**src/rtl/mem_ctrl_stream.sv**
```systemverilog
// Dual-bank operand RAM controller: host load path and backpressured stream-out path.
// Optional MC_OPB_OFFSET_EN gives bank B its own base address and pointer.

// Small synchronous FIFO with an occupancy output.
// Latency: a push is visible at the head on the next cycle.
// Backpressure: a push is dropped when full unless a pop happens in the same cycle.
module mem_ctrl_stream_fifo #(
  parameter int unsigned W     = 8,
  parameter int unsigned DEPTH = 2,
  parameter int unsigned PTR_W = (DEPTH > 1) ? $clog2(DEPTH) : 1
) (
  input  logic             i_clk,
  input  logic             i_rst_n,
  input  logic             i_push_vld,
  input  logic [W-1:0]     i_push_dat,
  input  logic             i_pop_rdy,
  output logic             o_pop_vld,
  output logic [W-1:0]     o_pop_dat,
  output logic [PTR_W:0]   o_cnt
);
  logic [W-1:0]     r_mem [DEPTH];
  logic [PTR_W-1:0] r_wr_ptr;
  logic [PTR_W-1:0] r_rd_ptr;
  logic [PTR_W:0]   r_cnt;
  logic             w_push;
  logic             w_pop;

  assign w_pop  = i_pop_rdy & (r_cnt != '0);
  assign w_push = i_push_vld & ((r_cnt != (PTR_W+1)'(DEPTH)) | w_pop);

  always_ff @(posedge i_clk or negedge i_rst_n) begin
    if (!i_rst_n) begin
      r_wr_ptr <= '0;
      r_rd_ptr <= '0;
      r_cnt    <= '0;
      for (int i = 0; i < DEPTH; i++) r_mem[i] <= '0;
    end else begin
      if (w_push) begin
        r_mem[r_wr_ptr] <= i_push_dat;
        r_wr_ptr <= (r_wr_ptr == PTR_W'(DEPTH-1)) ? '0 : r_wr_ptr + PTR_W'(1);
      end
      if (w_pop) begin
        r_rd_ptr <= (r_rd_ptr == PTR_W'(DEPTH-1)) ? '0 : r_rd_ptr + PTR_W'(1);
      end
      case ({w_push, w_pop})
        2'b10:   r_cnt <= r_cnt + (PTR_W+1)'(1);
        2'b01:   r_cnt <= r_cnt - (PTR_W+1)'(1);
        default: r_cnt <= r_cnt;
      endcase
    end
  end

  assign o_pop_vld = (r_cnt != '0);
  assign o_pop_dat = r_mem[r_rd_ptr];
  assign o_cnt     = r_cnt;
endmodule

// Loads host operand pairs into the RAM, later streams them out in address order.
// Latency: first pair valid 2 cycles after the read start is accepted; then 1 pair/cycle.
// Backpressure: host_data_ready in LOAD; stream-out stalls address issue on mc_op_ready low.
module mem_ctrl_stream #(
  parameter int unsigned ADDR_W = 6,
  parameter int unsigned DATA_W = 128,
  parameter int unsigned CNT_W  = 7
) (
  input  logic              mc_clk,
  input  logic              mc_rst_n,
  input  logic              host_start_load,
  input  logic              host_start_read,
  input  logic [ADDR_W-1:0] host_base_addr,
`ifdef MC_OPB_OFFSET_EN
  input  logic [ADDR_W-1:0] host_base_addr_opb,
`endif
  input  logic [CNT_W-1:0]  host_count,
  input  logic              host_data_valid,
  output logic              host_data_ready,
  input  logic [DATA_W-1:0] host_data_opa,
  input  logic [DATA_W-1:0] host_data_opb,
  output logic              mem_we,
  output logic [ADDR_W-1:0] mc_address_mem_opa,
  output logic [ADDR_W-1:0] mc_address_mem_opb,
  output logic [DATA_W-1:0] mem_data_in_opa,
  output logic [DATA_W-1:0] mem_data_in_opb,
  input  logic [DATA_W-1:0] mem_data_out_opa,
  input  logic [DATA_W-1:0] mem_data_out_opb,
  output logic              mc_op_valid,
  input  logic              mc_op_ready,
  output logic [DATA_W-1:0] mc_opa,
  output logic [DATA_W-1:0] mc_opb,
  output logic              mc_busy,
  output logic              mc_done,
  output logic              mc_error
);
  localparam int unsigned DEPTH = 1 << ADDR_W;

  typedef enum logic [1:0] {
    S_IDLE  = 2'd0,
    S_LOAD  = 2'd1,
    S_READ  = 2'd2,
    S_DRAIN = 2'd3
  } state_t;

  state_t            r_state;
  logic [ADDR_W-1:0] r_ptr_a;
`ifdef MC_OPB_OFFSET_EN
  logic [ADDR_W-1:0] r_ptr_b;
`endif
  logic [CNT_W-1:0]  r_remaining;
  logic              r_inflight;
  logic              r_done;
  logic              r_error;

  logic              w_start;
  logic              w_cnt_bad;
  logic              w_beat;
  logic              w_pop;
  logic              w_issue;
  logic              w_last_pop;
  logic [1:0]        w_fifo_cnt;
  logic [2:0]        w_occupancy_next;
  logic              w_fifo_vld;
  logic [2*DATA_W-1:0] w_fifo_dat;

  assign w_start   = (r_state == S_IDLE) & (host_start_load | host_start_read);
  assign w_cnt_bad = (host_count == '0) || ({1'b0, host_count} > (CNT_W+1)'(DEPTH));
  assign w_beat    = (r_state == S_LOAD) & host_data_valid;
  assign w_pop     = w_fifo_vld & mc_op_ready;

  // Count the slot freed by a same-cycle pop so a steady ready stream sees no bubbles.
  assign w_occupancy_next = {1'b0, w_fifo_cnt} + {2'b00, r_inflight} - {2'b00, w_pop};
  assign w_issue    = (r_state == S_READ) && (r_remaining != '0) && (w_occupancy_next < 3'd2);
  assign w_last_pop = (r_state == S_DRAIN) && w_pop && (w_fifo_cnt == 2'd1) && !r_inflight;

  always_ff @(posedge mc_clk or negedge mc_rst_n) begin
    if (!mc_rst_n) begin
      r_state     <= S_IDLE;
      r_ptr_a     <= '0;
`ifdef MC_OPB_OFFSET_EN
      r_ptr_b     <= '0;
`endif
      r_remaining <= '0;
      r_inflight  <= 1'b0;
      r_done      <= 1'b0;
      r_error     <= 1'b0;
    end else begin
      r_done     <= 1'b0;
      r_inflight <= w_issue;
      case (r_state)
        S_IDLE: begin
          if (w_start) begin
            r_error     <= w_cnt_bad;
            r_ptr_a     <= host_base_addr;
`ifdef MC_OPB_OFFSET_EN
            r_ptr_b     <= host_base_addr_opb;
`endif
            r_remaining <= host_count;
            if (!w_cnt_bad) r_state <= host_start_load ? S_LOAD : S_READ;
          end
        end
        S_LOAD: begin
          if (w_beat) begin
            r_ptr_a     <= r_ptr_a + ADDR_W'(1);
`ifdef MC_OPB_OFFSET_EN
            r_ptr_b     <= r_ptr_b + ADDR_W'(1);
`endif
            r_remaining <= r_remaining - CNT_W'(1);
            if (r_remaining == CNT_W'(1)) begin
              r_state <= S_IDLE;
              r_done  <= 1'b1;
            end
          end
        end
        S_READ: begin
          if (w_issue) begin
            r_ptr_a     <= r_ptr_a + ADDR_W'(1);
`ifdef MC_OPB_OFFSET_EN
            r_ptr_b     <= r_ptr_b + ADDR_W'(1);
`endif
            r_remaining <= r_remaining - CNT_W'(1);
            if (r_remaining == CNT_W'(1)) r_state <= S_DRAIN;
          end
        end
        S_DRAIN: begin
          if (w_last_pop) begin
            r_state <= S_IDLE;
            r_done  <= 1'b1;
          end
        end
        default: r_state <= S_IDLE;
      endcase
    end
  end

  // The RAM returns data one cycle after the address, which is exactly when r_inflight is set.
  mem_ctrl_stream_fifo #(
    .W     (2*DATA_W),
    .DEPTH (2)
  ) u_out_fifo (
    .i_clk      (mc_clk),
    .i_rst_n    (mc_rst_n),
    .i_push_vld (r_inflight),
    .i_push_dat ({mem_data_out_opa, mem_data_out_opb}),
    .i_pop_rdy  (mc_op_ready),
    .o_pop_vld  (w_fifo_vld),
    .o_pop_dat  (w_fifo_dat),
    .o_cnt      (w_fifo_cnt)
  );

  assign host_data_ready    = (r_state == S_LOAD);
  assign mem_we             = w_beat;
  assign mem_data_in_opa    = (r_state == S_LOAD) ? host_data_opa : '0;
  assign mem_data_in_opb    = (r_state == S_LOAD) ? host_data_opb : '0;
  assign mc_address_mem_opa = r_ptr_a;
`ifdef MC_OPB_OFFSET_EN
  assign mc_address_mem_opb = r_ptr_b;
`else
  assign mc_address_mem_opb = r_ptr_a;
`endif
  assign mc_op_valid        = w_fifo_vld;
  assign mc_opa             = w_fifo_dat[2*DATA_W-1:DATA_W];
  assign mc_opb             = w_fifo_dat[DATA_W-1:0];
  assign mc_busy            = (r_state != S_IDLE);
  assign mc_done            = r_done;
  assign mc_error           = r_error;
endmodule

```
**config.mk**
```make
export PLATFORM = sky130hd
export DESIGN_NAME = mem_ctrl_stream
export DESIGN_NICKNAME = d
export VERILOG_FILES = /design/src/rtl/mem_ctrl_stream.sv
export SDC_FILE = /design/constraint.sdc
export NUM_CORES = 1
export LEC_CHECK = 0
export ABC_AREA = 1
export CORE_AREA = 5 5 408 410
export CTS_CLUSTER_DIAMETER = 30
export DETAILED_ROUTE_END_ITERATION = 7
export DIE_AREA = 0 0 413 415
export PLACE_DENSITY = 0.42
export SLEW_MARGIN = 20
export SYNTH_ARGS = -nofsm -noshare
export SYNTH_HDL_FRONTEND = slang
export SYNTH_SLANG_ARGS = --single-unit
```
**constraint.sdc**
```tcl
create_clock -name mc_clk -period 2.9 [get_ports mc_clk]
set_input_delay 0.435 -clock mc_clk [delete_from_list [all_inputs] [get_ports mc_clk]]
set_output_delay 0.435 -clock mc_clk [all_outputs]
set_load 0.03 [all_outputs]
```
==> reports/qor_table.md, run 1 <==
| Parameter | Value |
|---|---|
| Num CTS Buffers | 153 |
| Path type of the worst min-delay path | in -> reg |
| TritonCTS clock tree | done |
| Number of design rule violations left after detail routing | 0 |
| Async set or reset register ratio after synthesis | 100% |
| Vias per cell | 3.79 |
| Fill cell instance count of the final layout | 17.4k |
| Global-route wire length before repair | 201 mm |
| Post-synth top area cell | sky130_fd_sc_hd__dfrtp_1 |
| Max-Slew Margin vs Limit | 52.8% |
| Required time worst endpoint | 2.47 ns |
| Clock root buffer master | sky130_fd_sc_hd__clkbuf_16 |
| Setup repair after global routing missed its margin | true |
| Max clock buf depth | 3 |
| Total number of clock tree sinks | 534 |
| Final number of hold-violating endpoints | 0 |
| Synthesized-area fraction occupied by adder cells | 0.686% |
| Post-synthesis cell type count | 28 |
| Detailed-router iteration count before antenna repair | 6 |
| Top FF cell, synth | sky130_fd_sc_hd__dfrtp_1 |
| Setup crit start kind | flop |
| Remaining global-route overflow | 0 |
| Number of flops mapped to enable cells by yosys | 0 |
| Xor and xnor fraction of the mapped netlist area | 0.132% |
| Number of max-cap violations | 0 |
| Top sig layer | met5 |
| Skew final | 0.0598 ns |
| Worst VDD drop | 0.621 mV |
| Die width | 413 µm |
| Complex-gate fraction of the synthesized area | 13.2% |
| H-tree depth | 4 |
| Achievable clock frequency | 354 MHz |
| Number of warnings reported in the yosys synthesis log | 0 |
| I/O pins | 1061 |
| Internal power component | 33700 µW |
| Proportion of power drawn by the clock network | 29.8% |
| Clock-pin transition on the worst setup and hold timing paths | 0.04 ns |
| Antenna viol nets, final | 0 |
| Depth of the worst register-to-register path | 16 |
| Synth top area share | 50.2% |
| Result of the run | complete, no violations |
| Sequential share of power | 21.8% |
| Multiplexer fraction of the synthesized cell area | 0.0376% |
| Cell area after placement | 40700 µm² |
| Yosys reg bits | 534 |
| Detailed-route wire length on metal 1 | 45.9 mm |
| Switching component of the power | 25000 µW |
| Average size of a mapped cell | 7.62 µm² |
| Global placer's final weighted congestion | 0.962 |
| Slew Viols, Final | 0 |
| Area growth from synthesis to final layout | 75.0% |
| Arr. time, crit path | 2.39 ns |
| Port Buffers | 1060 |
| Combinational family with the most area after synthesis | simple AND/OR/NAND/NOR gates |
| Crit path kind | reg -> out |
| FP Rows | 148 |
| Mapped Nets | 4038 |
| Post-route minimum period | 2.82 ns |
| Met3 Routed Length | 11.6 mm |
| Most used standard cells in the synthesized netlist | 1611 x sky130_fd_sc_hd__nand2_1, 535 x sky130_fd_sc_hd__inv_1, 534 x sky130_fd_sc_hd__dfrtp_1 |
| Effective utilization at floorplan | 16.4% |
| Estimated wirelength of the detail-placed design | 117 mm |
| Switching share of total power | 42.5% |
| Period Utilization, post-route | 97.3% |
| Total routing resource utilization after global routing | 16.3% |
| Category of the worst setup path capture point | primary output |
| Post-synthesis simple-gate area fraction | 23.6% |
| Total Power | 58700 µW |
| Power density cells | 1260 nW/µm² |
| Synthesized instance count | 3493 |
| Per-cell routed wire length | 21.0 µm |
| WL met2 | 81.6 mm |
| Sum of negative setup slack | 0 ns |
| Clock insertion delay at the later pin of the skew report | 0.75 ns |
| Top-count cell post-synth | sky130_fd_sc_hd__nand2_1 |
| Setup violation total in the final timing report | 0 |
| Die Y | 415 µm |
| Number of nets in the final layout | 5137 |
| Number of instances on the worst hold path | 3 |
| Total number of vias | 26.2k |
| Crit path max fanout | 24 |
| Combinational cell fraction of total power | 48.4% |
| Fraction of final layout cells sized beyond drive strength 1 | 23.3% |
| Reported leakage power | 0.0243 µW |
| Die area | 171000 µm² |
| Core area | 162000 µm² |
| Netlist area before placement | 26600 µm² |
| Maximum number of pins on one net before global-route repair | 121 |
| Synth top area cells | sky130_fd_sc_hd__dfrtp_1 50%, sky130_fd_sc_hd__nand2_1 23%, sky130_fd_sc_hd__inv_1 7.5% |
| Via count of the first global-routing pass | 27.3k |
| Worst slew pin tran | 0.708 ns |
| Final wirelength | 145 mm |
| Number of antenna violations at the first check in global routing | 47 |
| Initial DRC count | 1743 |
| Fraction of the yosys area taken by sequential cells | 50.2% |
| Final standard cell area without fillers | 46600 µm² |
worst paths after layout:
kind	start	to	slack, ns
worst min-delay path	mem_data_out_opb[100]	u_out_fifo.r_mem[356]$_DFFE_PN0P_	0.25
worst max-delay path	r_state[0]$_DFFE_PN0P_	mem_data_in_opa[82]	0.08
worst max register to register	u_out_fifo.o_cnt[0]$_DFFE_PN0P_	r_remaining[3]$_DFFE_PN0P_	0.22
max in group asynchronous	mc_rst_n	u_out_fifo.r_mem[339]$_DFFE_PN0P_	1.72
worst min register to register	u_out_fifo.r_mem[468]$_DFFE_PN0P_	u_out_fifo.r_mem[468]$_DFFE_PN0P_	0.47
min in group asynchronous	mc_rst_n	u_out_fifo.r_mem[210]$_DFFE_PN0P_	0.27
registers in the layout, indices dropped and copies added, names as in the netlist:
name / count
r_remaining: 7
u_out_fifo.o_cnt: 2
mc_done: 1
mc_address_mem_opa: 6
r_state: 2
u_out_fifo.r_rd_ptr: 1
u_out_fifo.r_wr_ptr: 1
r_inflight: 1
u_out_fifo.r_mem: 512
mc_error: 1
power groups by stage:
stage	Combinational (µW)	Clock (µW)	Sequential [µW]
after global routing	30600	18400	13200
after floorplan	15800	0	12400
after CTS	29000	18000	12800
final	28400	17500	12800
after detailed placement	28600	0	12800
after global placement	28600	0	12800
layout by cell type, fill, tap and decap left out, types with 7 or more instances in the layout:
master | netlist | layout
sky130_fd_sc_hd__nand2_1 | 1611 | 1603
sky130_fd_sc_hd__clkdlybuf4s50_1 | 0 | 544
sky130_fd_sc_hd__dfrtp_1 | 534 | 533
sky130_fd_sc_hd__inv_1 | 535 | 510
sky130_fd_sc_hd__buf_4 | 6 | 342
sky130_fd_sc_hd__o21ai_0 | 277 | 276
sky130_fd_sc_hd__o21ai_2 | 220 | 220
sky130_fd_sc_hd__buf_12 | 0 | 197
sky130_fd_sc_hd__clkbuf_16 | 0 | 155
sky130_fd_sc_hd__o21ai_1 | 36 | 37
sky130_fd_sc_hd__clkbuf_8 | 0 | 37
sky130_fd_sc_hd__clkinv_2 | 0 | 28
sky130_fd_sc_hd__clkbuf_1 | 123 | 28
sky130_fd_sc_hd__clkdlybuf4s15_1 | 0 | 26
sky130_fd_sc_hd__bufinv_16 | 0 | 19
sky130_fd_sc_hd__clkdlybuf4s15_2 | 0 | 18
sky130_fd_sc_hd__nand3_1 | 17 | 17
sky130_fd_sc_hd__clkinvlp_4 | 0 | 16
sky130_fd_sc_hd__nor2_1 | 15 | 14
sky130_fd_sc_hd__diode_2 | 0 | 13
sky130_fd_sc_hd__ha_1 | 13 | 11
sky130_fd_sc_hd__inv_2 | 2 | 10
sky130_fd_sc_hd__nand2_2 | 3 | 10
sky130_fd_sc_hd__clkinv_16 | 0 | 9
sky130_fd_sc_hd__clkbuf_2 | 1 | 7
critical path, cell delays in order (launching register included):
cell	delay (ns)
sky130_fd_sc_hd__dfrtp_1	0.42
sky130_fd_sc_hd__ha_4	0.25
sky130_fd_sc_hd__buf_6	0.16
sky130_fd_sc_hd__buf_12	0.15
sky130_fd_sc_hd__nand2_1	0.12
sky130_fd_sc_hd__clkinvlp_4	0.28
sky130_fd_sc_hd__buf_12	0.25
layer usage:
metal	up-vias	global-route usage, %
li1	12700	-
met1	12300	14.6
met2	855	32.3
met3	245	6.09
met4	52	6.71
met5	-	0
what timing repair did:
item                                    CTS  global route
endpoints found under the setup margin  239            53
gates resized for setup                 163            24
setup buffers                             6             1
gates cloned                              3             2
hold buffers                              1             0
endpoints found under the hold margin    42             0
pin swaps                                 1             1
final cells by class:
cell class | count | area [µm²] | area share, %
diodes | 13 | 32.5 | 0.0698
clock buffers | 219 | 4470 | 9.59
clock inverters | 61 | 1060 | 2.28
inverters | 538 | 2090 | 4.50
multi-input cells | 2212 | 10100 | 21.6
flip-flops and latches | 534 | 13400 | 28.7
well taps | 2175 | 2720 | 5.84
repair buffers | 1153 | 12800 | 27.4
cells by family (layout without fill, tap and decap cells):
group	count (synthesis)	after routing
AOI/OAI and AO/OA	537	537
xor gates and xnor gates	4	4
adders and majority gates	14	14
buffers and inverters	747	1971
DFF	534	534
muxes	1	1
other	0	13
and+or+nand+nor	1656	1656
per-stage QoR:
step | setup slack, ns | instances | utilization (%) | hold WS (ns)
4_1_cts | -0.00771 | 6889 | 28.7 | 0.164
2_1_floorplan | 0.0662 | 3493 | - | 0.139
6_report | 0.0786 | 6905 | 28.8 | 0.249
3_5_place_dp | -0.104 | 6599 | 25.1 | 0.465
3_3_place_gp | -0.0992 | 6599 | 25.1 | 0.465
5_1_grt | -0.00443 | 6897 | 28.7 | 0.202
Power figures use the tool's default switching activity.
==> run 2: changes to the inputs <==
--- a/config.mk
+++ b/config.mk
@@ -7,6 +7,7 @@
 export LEC_CHECK = 0
 export ABC_AREA = 1
 export CORE_AREA = 5 5 408 410
+export CTS_BUF_LIST = sky130_fd_sc_hd__clkbuf_4 sky130_fd_sc_hd__clkbuf_8
 export CTS_CLUSTER_DIAMETER = 30
 export DETAILED_ROUTE_END_ITERATION = 7
 export DIE_AREA = 0 0 413 415
==> run 2 against run 1 <==
Net effect: total power shrank 5.7%; sequential power is essentially flat; largest power group unchanged; count of clock-buffer cells in the layout is the same; non-clock buffer count grew 31; highest routed layer unchanged; largest cell class is now buffers.
==> reports/qor_table.md, run 2 (synthesis results as in run 1) <==
| Parameter | Value |
|---|---|
| Detailed-router iteration count before antenna repair | 6 |
| Commonest cells after routing, fill and taps aside | 1571 x sky130_fd_sc_hd__nand2_1, 543 x sky130_fd_sc_hd__clkdlybuf4s50_1, 530 x sky130_fd_sc_hd__dfrtp_1 |
| Global-route wire length before repair | 207 mm |
| Setup crit start kind | flop |
| Startpoint of the worst setup timing path | r_state[1]$_DFFE_PN0P_ |
| Achievable clock frequency | 348 MHz |
| Placed Cells | 6599 |
| Number of antenna violations at the first check in global routing | 46 |
| Area used by multi-input combinational logic | 10300 µm² |
| I/O pins | 1061 |
| Max-Slew Margin vs Limit | 52.7% |
| Result of the run | complete, no violations |
| Power density cells | 1210 nW/µm² |
| Count of placed standard cells in the final layout, fillers left out | 6946 |
| Depth of the worst register-to-register path | 16 |
| Clock root buffer master | sky130_fd_sc_hd__clkbuf_8 |
| Per-cell routed wire length | 21.5 µm |
| Final cell utilization of the core | 28.3% |
| Clock insertion delay at the later pin of the skew report | 0.83 ns |
| Global placer's final weighted congestion | 0.962 |
| Arr. time, crit path | 2.44 ns |
| Crit path max fanout | 8 |
| Maximum number of pins on one net before global-route repair | 78 |
| Number of gates on the worst path with buffers counted | 9 |
| Fill cell instance count of the final layout | 17.6k |
| Delay contributed by the slowest stage of the critical path | 0.37 ns |
| Final number of hold-violating endpoints | 0 |
| Skew final | 0.0392 ns |
| Setup violation total in the final timing report | 0 |
| Total number of vias | 26.4k |
| Area growth from synthesis to final layout | 72.1% |
| Storage cell area | 13400 µm² |
| Worst slack at placement | -0.104 ns |
| Final worst-path setup slack | 0.0233 ns |
| FP Rows | 148 |
| Crit path kind | reg -> out |
| Via count of the first global-routing pass | 27.6k |
| Clock-pin transition on the worst setup and hold timing paths | 0.05 ns |
| Final wirelength | 149 mm |
| Num CTS Buffers | 153 |
| Die width | 413 µm |
| Total routing resource utilization after global routing | 16.9% |
| Effective utilization at floorplan | 16.4% |
| Number of max-cap violations | 0 |
| Post-route minimum period | 2.88 ns |
| Total number of clock tree sinks | 534 |
| Fraction of final layout cells sized beyond drive strength 1 | 27.1% |
| Final Hold Slack | 0.158 ns |
| R2r setup slk | 0.21 ns |
| Period Utilization, post-route | 99.2% |
| Vias per cell | 3.80 |
| Remaining global-route overflow | 0 |
| Setup repair after global routing missed its margin | true |
| Termination of the worst setup path | mem_data_in_opa[104] |
| Flip-flop count of the largest register after layout | 512 |
| Worst VDD drop | 0.542 mV |
| Kind of cell adding the most delay to the critical path | buffers and inverters |
| Number of design rule violations left after detail routing | 0 |
| Initial DRC count | 1852 |
| Number of nets in the final layout | 5173 |
| Slowest library cell on the worst path | sky130_fd_sc_hd__dfrtp_1 |
| Worst slew pin tran | 0.710 ns |
| Most frequent standard cell in the layout excluding fill and tap cells | sky130_fd_sc_hd__nand2_1 |
| Core area | 162000 µm² |
| Slew Viols, Final | 0 |
| Die Y | 415 µm |
| Port Buffers | 1060 |
| Path type of the worst min-delay path | in -> reg |
| Launch instance of the worst register-to-register path | u_out_fifo.o_cnt[0]$_DFFE_PN0P_ |
| R2R Path End | mc_address_mem_opa[1]$_DFFE_PN0P_ |
| Estimated wirelength of the detail-placed design | 117 mm |
| TritonCTS clock tree | done |
| Max clock buf depth | 3 |
| Required time worst endpoint | 2.47 ns |
| H-tree depth | 4 |
| Antenna viol nets, final | 0 |
| Reported leakage power | 0.0241 µW |
| Most numerous cell on the critical path | sky130_fd_sc_hd__buf_12 |
| Die area | 171000 µm² |
| Worst-path cell chain | inv_2, ha_4, buf_12, buf_6, buf_8, buf_12, nand2_4, clkinvlp_4, buf_12 |
| Largest Register | u_out_fifo.r_mem |
| Category of the worst setup path capture point | primary output |
| Total Power | 55400 µW |
| Count of buffering cells on the critical path with inverters included | 7 |
-- run 2: cell types whose count changed in the layout (fill, tap and decap cells not counted), moves of 28 or more --
cell and delta:
sky130_fd_sc_hd__buf_2 +45, sky130_fd_sc_hd__buf_4 -31, sky130_fd_sc_hd__buf_6 +38, sky130_fd_sc_hd__clkbuf_1 -28, sky130_fd_sc_hd__clkbuf_16 -155, sky130_fd_sc_hd__clkbuf_4 +28
sky130_fd_sc_hd__clkbuf_8 +154, sky130_fd_sc_hd__inv_1 -61, sky130_fd_sc_hd__inv_2 +52, sky130_fd_sc_hd__nand2_1 -32
-- run 2: worst min-delay path by stage --
stage / startpoint / to / slack [ns] / cells after the start
2_1_floorplan: mc_rst_n / mc_address_mem_opa[0]$_DFFE_PN0P_ / 0.14 / 0
4_1_cts: mem_data_out_opa[3] / u_out_fifo.r_mem[387]$_DFFE_PN0P_ / 0.002 / 3
3_5_place_dp: mc_rst_n / u_out_fifo.r_mem[465]$_DFFE_PN0P_ / 0.47 / 1
3_3_place_gp: u_out_fifo.r_mem[431]$_DFFE_PN0P_ / u_out_fifo.r_mem[431]$_DFFE_PN0P_ / 0.46 / 2
6_report: mem_data_out_opa[35] / u_out_fifo.r_mem[419]$_DFFE_PN0P_ / 0.16 / 3
5_1_grt: mem_data_out_opa[3] / u_out_fifo.r_mem[387]$_DFFE_PN0P_ / 0.06 / 3
-- run 2: cell type report --
| class | count | share of cell area, % |
|---|---|---|
| timing repair buffer | 1184 | 29.3 |
| inverter | 538 | 4.66 |
| sequential | 534 | 29.2 |
| tap | 2175 | 5.94 |
| clock buffer | 219 | 6.19 |
| multi-input combinational | 2212 | 22.5 |
| timing repair inverter | 5 | 0.175 |
| antenna | 18 | 0.0983 |
| clock inverter | 61 | 1.98 |
-- run 2: where the power goes --
group | total, µW | switching (µW) | internal, µW
clock | 12300 | 4260 | 8060
sequential | 12700 | 1840 | 10900
combinational | 30300 | 18700 | 11600
-- run 2: metrics by stage --
stage / setup TNS, ns / cell area, µm²
finish: 0 / 45800
global placement: -1.17 / 40700
CTS: -4.44 / 45800
detailed placement: -1.01 / 40700
global route: -3.11 / 45800
floorplan: 0 / 26600
-- run 2: repair_timing --
| item | 4_1_cts | 5_1_grt |
|---|---|---|
| gates cloned | 24 | 1 |
| resized for setup | 441 | 82 |
| setup buffers | 26 | 3 |
| endpoints found under the setup margin | 471 | 102 |
| endpoints found under the hold margin | 370 | 0 |
| pin swaps | 1 | 2 |
| hold buffers | 1 | 0 |
-- run 2: tightest hold or removal path: stages --
cell and delay [ns]:
sky130_fd_sc_hd__clkdlybuf4s50_1 0.39, sky130_fd_sc_hd__inv_1 0.08, sky130_fd_sc_hd__o21ai_2 0.06
-- run 2: metal layers --
metal | vias to the layer above | GRT usage (%) | part of all wire (%)
li1 | 12800 | - | -
met1 | 12400 | 15.4 | 32
met2 | 890 | 33.2 | 56
met3 | 238 | 5.91 | 7.6
met4 | 38 | 7.42 | 4.4
met5 | - | 0 | 0.17
